`src/rtl/uart_tx_hexfmt.sv`:
```
// uart_tx_hexfmt
//   Formatter stage sitting directly upstream of uart_tx. Takes binary words
//   over a stb/rdy handshake and emits them as ASCII hex characters, MSB
//   nibble first, followed by a separator. Characters go one per cycle into
//   the uart_tx FIFO push interface (push/data/full).
//
//   Build option: define UART_TX_HEXFMT_CRLF_EN to terminate each word with
//   CR LF (0x0D 0x0A). Left undefined, each word ends with a single space
//   (0x20) and the SEP1 state is not built.
//
// Parameters
//   DATAWIDTH  input word width, multiple of 4, 4..64
//   HEXUPPER   1: digits A-F, 0: digits a-f
//
// Ports
//   clk_i    clock (shared with the uart_tx push side)
//   rst_i    synchronous active-high reset
//   stb_i    word valid; only taken while rdy_o=1
//   data_i   word to format
//   rdy_o    block can accept a word
//   busy_o   word in progress
//   push_o   to uart_tx push_i (combinational, = busy & !full & !rst)
//   data_o   ASCII character, to uart_tx data_i
//   full_i   from uart_tx full_o
module uart_tx_hexfmt #(
  parameter int DATAWIDTH = 32,
  parameter bit HEXUPPER  = 1'b1
) (
  input  logic                 clk_i,
  input  logic                 rst_i,
  input  logic                 stb_i,
  input  logic [DATAWIDTH-1:0] data_i,
  output logic                 rdy_o,
  output logic                 busy_o,
  output logic                 push_o,
  output logic [7:0]           data_o,
  input  logic                 full_i
);

  localparam int NIB = DATAWIDTH / 4;
  localparam int CW  = (NIB > 1) ? $clog2(NIB) : 1;
  localparam logic [CW-1:0] CNT_TOP = CW'(NIB - 1);

`ifdef UART_TX_HEXFMT_CRLF_EN
  localparam logic [7:0] SEP0_CH = 8'h0D;
  localparam logic [7:0] SEP1_CH = 8'h0A;
  typedef enum logic [1:0] {IDLE = 2'd0, HEX = 2'd1, SEP0 = 2'd2, SEP1 = 2'd3} state_t;
`else
  localparam logic [7:0] SEP0_CH = 8'h20;
  typedef enum logic [1:0] {IDLE = 2'd0, HEX = 2'd1, SEP0 = 2'd2} state_t;
`endif

  state_t               state;
  logic [CW-1:0]        cnt;
  logic [DATAWIDTH-1:0] word;
  logic [DATAWIDTH-1:0] word_nxt;

  function automatic logic [7:0] to_ascii(input logic [3:0] n);
    logic [7:0] base;
    base = HEXUPPER ? 8'h41 : 8'h61;
    if (n < 4'd10) return 8'h30 + {4'h0, n};
    else           return base + {4'h0, n} - 8'd10;
  endfunction

  // The word is shifted left as nibbles go out, so the character being
  // emitted is always the top nibble; data_o is preloaded with the next
  // character one cycle ahead so it is stable for the whole push cycle.
  assign word_nxt = word << 4;

  // Push straight off full_i so a stall costs no extra cycle; reset gates it
  // so nothing leaks into the FIFO in the reset cycle.
  assign push_o = busy_o & ~full_i & ~rst_i;

  always_ff @(posedge clk_i) begin
    if (rst_i) begin
      state  <= IDLE;
      rdy_o  <= 1'b1;
      busy_o <= 1'b0;
      data_o <= 8'h00;
      cnt    <= '0;
      word   <= '0;
    end else begin
      case (state)
        IDLE: begin
          if (stb_i) begin
            word   <= data_i;
            cnt    <= CNT_TOP;
            data_o <= to_ascii(data_i[DATAWIDTH-1 -: 4]);
            state  <= HEX;
            rdy_o  <= 1'b0;
            busy_o <= 1'b1;
          end
        end
        HEX: begin
          // full_i high: push_o is low, everything holds
          if (push_o) begin
            if (cnt == '0) begin
              state  <= SEP0;
              data_o <= SEP0_CH;
            end else begin
              cnt    <= cnt - 1'b1;
              word   <= word_nxt;
              data_o <= to_ascii(word_nxt[DATAWIDTH-1 -: 4]);
            end
          end
        end
        SEP0: begin
          if (push_o) begin
`ifdef UART_TX_HEXFMT_CRLF_EN
            state  <= SEP1;
            data_o <= SEP1_CH;
`else
            state  <= IDLE;
            rdy_o  <= 1'b1;
            busy_o <= 1'b0;
`endif
          end
        end
`ifdef UART_TX_HEXFMT_CRLF_EN
        SEP1: begin
          if (push_o) begin
            state  <= IDLE;
            rdy_o  <= 1'b1;
            busy_o <= 1'b0;
          end
        end
`endif
        default: begin
          state  <= IDLE;
          rdy_o  <= 1'b1;
          busy_o <= 1'b0;
        end
      endcase
    end
  end

endmodule
```
`config.mk`:
```
export PLATFORM = sky130hd
export DESIGN_NAME = uart_tx_hexfmt
export DESIGN_NICKNAME = d
export VERILOG_FILES = /design/src/rtl/uart_tx_hexfmt.sv
export SDC_FILE = /design/constraint.sdc
export NUM_CORES = 1
export LEC_CHECK = 0
export BUFFER_PORTS_ARGS = -buffer_cell sky130_fd_sc_hd__buf_2
export CAP_MARGIN = 15
export CORE_MARGIN = 5
export CORE_UTILIZATION = 54
export DETAILED_ROUTE_END_ITERATION = 10
export GPL_TIMING_DRIVEN = 0
export PLACE_DENSITY = 0.79
export SYNTH_ARGS = -nofsm -noshare
export SYNTH_HDL_FRONTEND = slang
export SYNTH_SLANG_ARGS = --single-unit
```
`constraint.sdc`:
```
create_clock -name clk_i -period 2.6 [get_ports clk_i]
set_clock_uncertainty 0.05 [all_clocks]
set_input_delay 0.52 -clock clk_i [delete_from_list [all_inputs] [get_ports clk_i]]
set_output_delay 0.52 -clock clk_i [all_outputs]
set_load 0.01 [all_outputs]
```
==> summary.txt <==
Clock network
  – Clock latency on the worst-skew pair: 300 ps
  – CTS Hold Bufs: 0
  – Total CTS buffers: 5
  – CTS clk-pin slew, worst paths: 80 ps
  – Setup Fix Bufs, Post-CTS: 0
  – Clock tree root driver cell: clkbuf_8
  – H-tree depth: 2
  – CTS max path bufs: 2
  – Clock Sinks: 42
  – CTS tree: done
  – Post_cts resized: 0

Routing
  – Vias after detailed routing: 2038
  – Post-DRT Antenna Nets: 0
  – Drt wl/cell: 14.0 µm
  – Initial DRC Count: 174
  – DR pass1 iterations: 4
  – Routed wire length: 5.11 mm
  – Via-to-Cell Ratio: 5.58
  – DRC viols: 0

Synthesis
  – Synth area leader: dfxtp_1
  – Mux contribution to synthesized area: 10.9%
  – Synth top area cells: dfxtp_1 38%, mux2i_1 11%, or4_1 8.2%, o21ai_0 5.7%, nand2_1 5.3%
  – Netlist cell types: 37
  – Cells after Synth: 262
  – Area fraction in compound gates after synthesis: 19.1%
  – Largest family of logic cells by synthesized area: simple AND/OR/NAND/NOR gates
  – Dominant synthesized flop cell: dfxtp_1
  – #FFs+latches synth: 42
  – Synthesized area per cell: 8.40 µm²
  – Post-Synth XOR/XNOR Area: 0.796%
  – Post-synth EDFFs: 0
  – Simple-gate portion of the synthesized area: 21.5%
  – Mapped Area: 0.00220 mm²
  – Register area share after synthesis: 38.2%
  – Synth Net Count: 302
  – Ys async rst share: 0%
  – Synth Area in Adders: 2.27%
  – Ys Warns: 0
  – Top cell type's share of synthesized area: 38.2%

Setup path
  – CP Max Fanout: 10
  – R2r setup slk: 480 ps
  – Buf/Inv on CP: 2
  – Cell chain of the critical path: inv_1 -> ha_1 -> nand2b_1 -> a31oi_2 -> nor2_1 -> clkbuf_1 -> o21ai_0
  – Levels on crit path: 7
  – Reg2Reg Depth: 7
  – Critical Path Source: cnt[0]
  – Crit end category: flop
  – CP arrival: 2240 ps
  – Worst Setup Start Kind: flop
  – Worst Path Required: 2720 ps
  – CP max stage cell: nor2_1
  – Crit-path max cell delay: 390 ps
  – Crit path max-delay family: simple AND/OR/NAND/NOR gates
  – R2r startpoint: cnt[0]
  – Critical path type: reg -> reg

Global routing
  – Total Routing Usage GR: 20.0%
  – Pin count of the biggest net entering global routing: 13
  – Remaining Overflow, GRT: 0
  – Vias in the first global route: 1895
  – Initial antenna violation count: 0
  – Global-route wire length before repair: 8.38 mm

Timing
  – Max frequency: 0.473 GHz
  – Final hold violations: 0
  – Final Setup Violations: 0
  – Fin worst setup slack: 484 ps
  – Unrepaired setup endpoints after global routing: no
  – Fin crit period: 2120 ps
  – Tcrit/Tclk final: 81.4%
  – WHS: 401 ps
  – Final Max Slew Viols: 0
  – Setup TNS: 0 ps

Final layout
  – Multi-input logic area: 0.00120 mm²
  – Most common cell after layout, fill and taps aside: buf_2
  – Commonest non-fill, non-tap cells in the layout: 49 x buf_2, 42 x dfxtp_1, 31 x nand2_1, 25 x o21ai_0
  – Synthesis-to-layout area growth: 17.2%
  – Reg area: 841 µm²
  – Design Area, Final: 0.00258 mm²
  – Diodes inserted: 0
  – Filler cells: 366
  – Nets: 354
  – Layout cells sized above 1: 20.6%

Worst hold path
  – Hold depth: 2
  – Worst hold start: word[16]
  – Worst hold path type: reg -> reg

Place
  – Dpl hpwl: 3.70 mm
  – Placement Setup Slack: 297 ps
  – Post-DP Area: 0.00249 mm²
  – IO Port Bufs: 45
  – Gpl congestion: 0.850

Job
  – Max-cap violations: 0

Floorplan
  – IO Pins: 47
  – Core area: 0.00397 mm²
  – Die Y: 73.8 µm
  – Starting Density: 55.4%
  – DIE AREA: 0.00545 mm²
  – Number of core rows: 23
  – Die width: 73.8 µm

Pwr
  – PD cells: 558 mW/mm²
  – Peak VDD IR: 0.338 mV
  – Leak pwr: 1.13 nW

Run status
  – Outcome: finished, final reports clean
## metal layers
metal,vias to the layer above,track usage [%],part of all wire [%]
met1,915,25.6,45
met2,61,31.8,46
met4,0,8.85,1.7
met5,-,0,0
li1,1051,-,-
met3,11,4.79,7.3
## final timing paths
check	end
worst max-delay path	word[8]
worst max register to register	word[8]
worst min-delay path	word[16]
worst min register to register	word[16]
## layout make-up
cell class / instances / share of cell area (%)
multi-input cells: 188 / 46.7
flip-flops and latches: 42 / 32.6
repair buffers: 45 / 8.73
plain buffers: 22 / 4.56
clock buffers: 7 / 3.35
well taps: 50 / 2.42
inverters: 10 / 1.45
clock inverters: 1 / 0.194
## state kept, by name, indices dropped and copies added (netlist names)
register  cells
data_o        7
rdy_o         1
busy_o        1
word         28
cnt           3
state         2
## report_power, final
group,leakage [nW],switching (W),internal (W)
clock network,0.0482,0.000220,0.000214
registers,0.345,0.0000289,0.000693
logic,0.733,0.000158,0.000127
total,1.13,0.000407,0.00103
## logic make-up after synthesis
kind of cell | after synthesis
DFF | 42
muxes | 24
and+or+nand+nor | 85
xor gates and xnor gates | 2
AOI/OAI and AO/OA | 72
adders and majority gates | 4
buffers and inverters | 32
other | 1
## stage by stage
step,utilization [%],std cells,power (W)
after global placement,62.7,357,0.00101
after CTS,65.0,365,0.00145
after detailed placement,62.7,357,0.00102
after floorplan,-,262,0.000926
final,65.0,365,0.00144
after global routing,65.0,365,0.00152
## worst reg2reg max path: cells and delay by family (launching register included)
| kind | cells | cell delay (ps) |
|---|---|---|
| and+or+nand+nor | 2 | 630 |
| buffers and inverters | 2 | 450 |
| DFF | 1 | 360 |
| AOI/OAI and AO/OA | 2 | 300 |
| adders and majority gates | 1 | 200 |
## synth_stat cells, drive strengths merged (3+ instances only)
| cell type | n |
|---|---|
| a21oi | 17 |
| a31oi | 4 |
| buf | 9 |
| clkbuf | 13 |
| dfxtp | 42 |
| ha | 4 |
| inv | 10 |
| mux2i | 24 |
| nand2 | 31 |
| nand2b | 4 |
| nor2 | 11 |
| nor2b | 4 |
| nor3 | 3 |
| o21a | 3 |
| o21ai | 37 |
| or4 | 24 |
No activity file was read; power rests on OpenSTA's default activity.
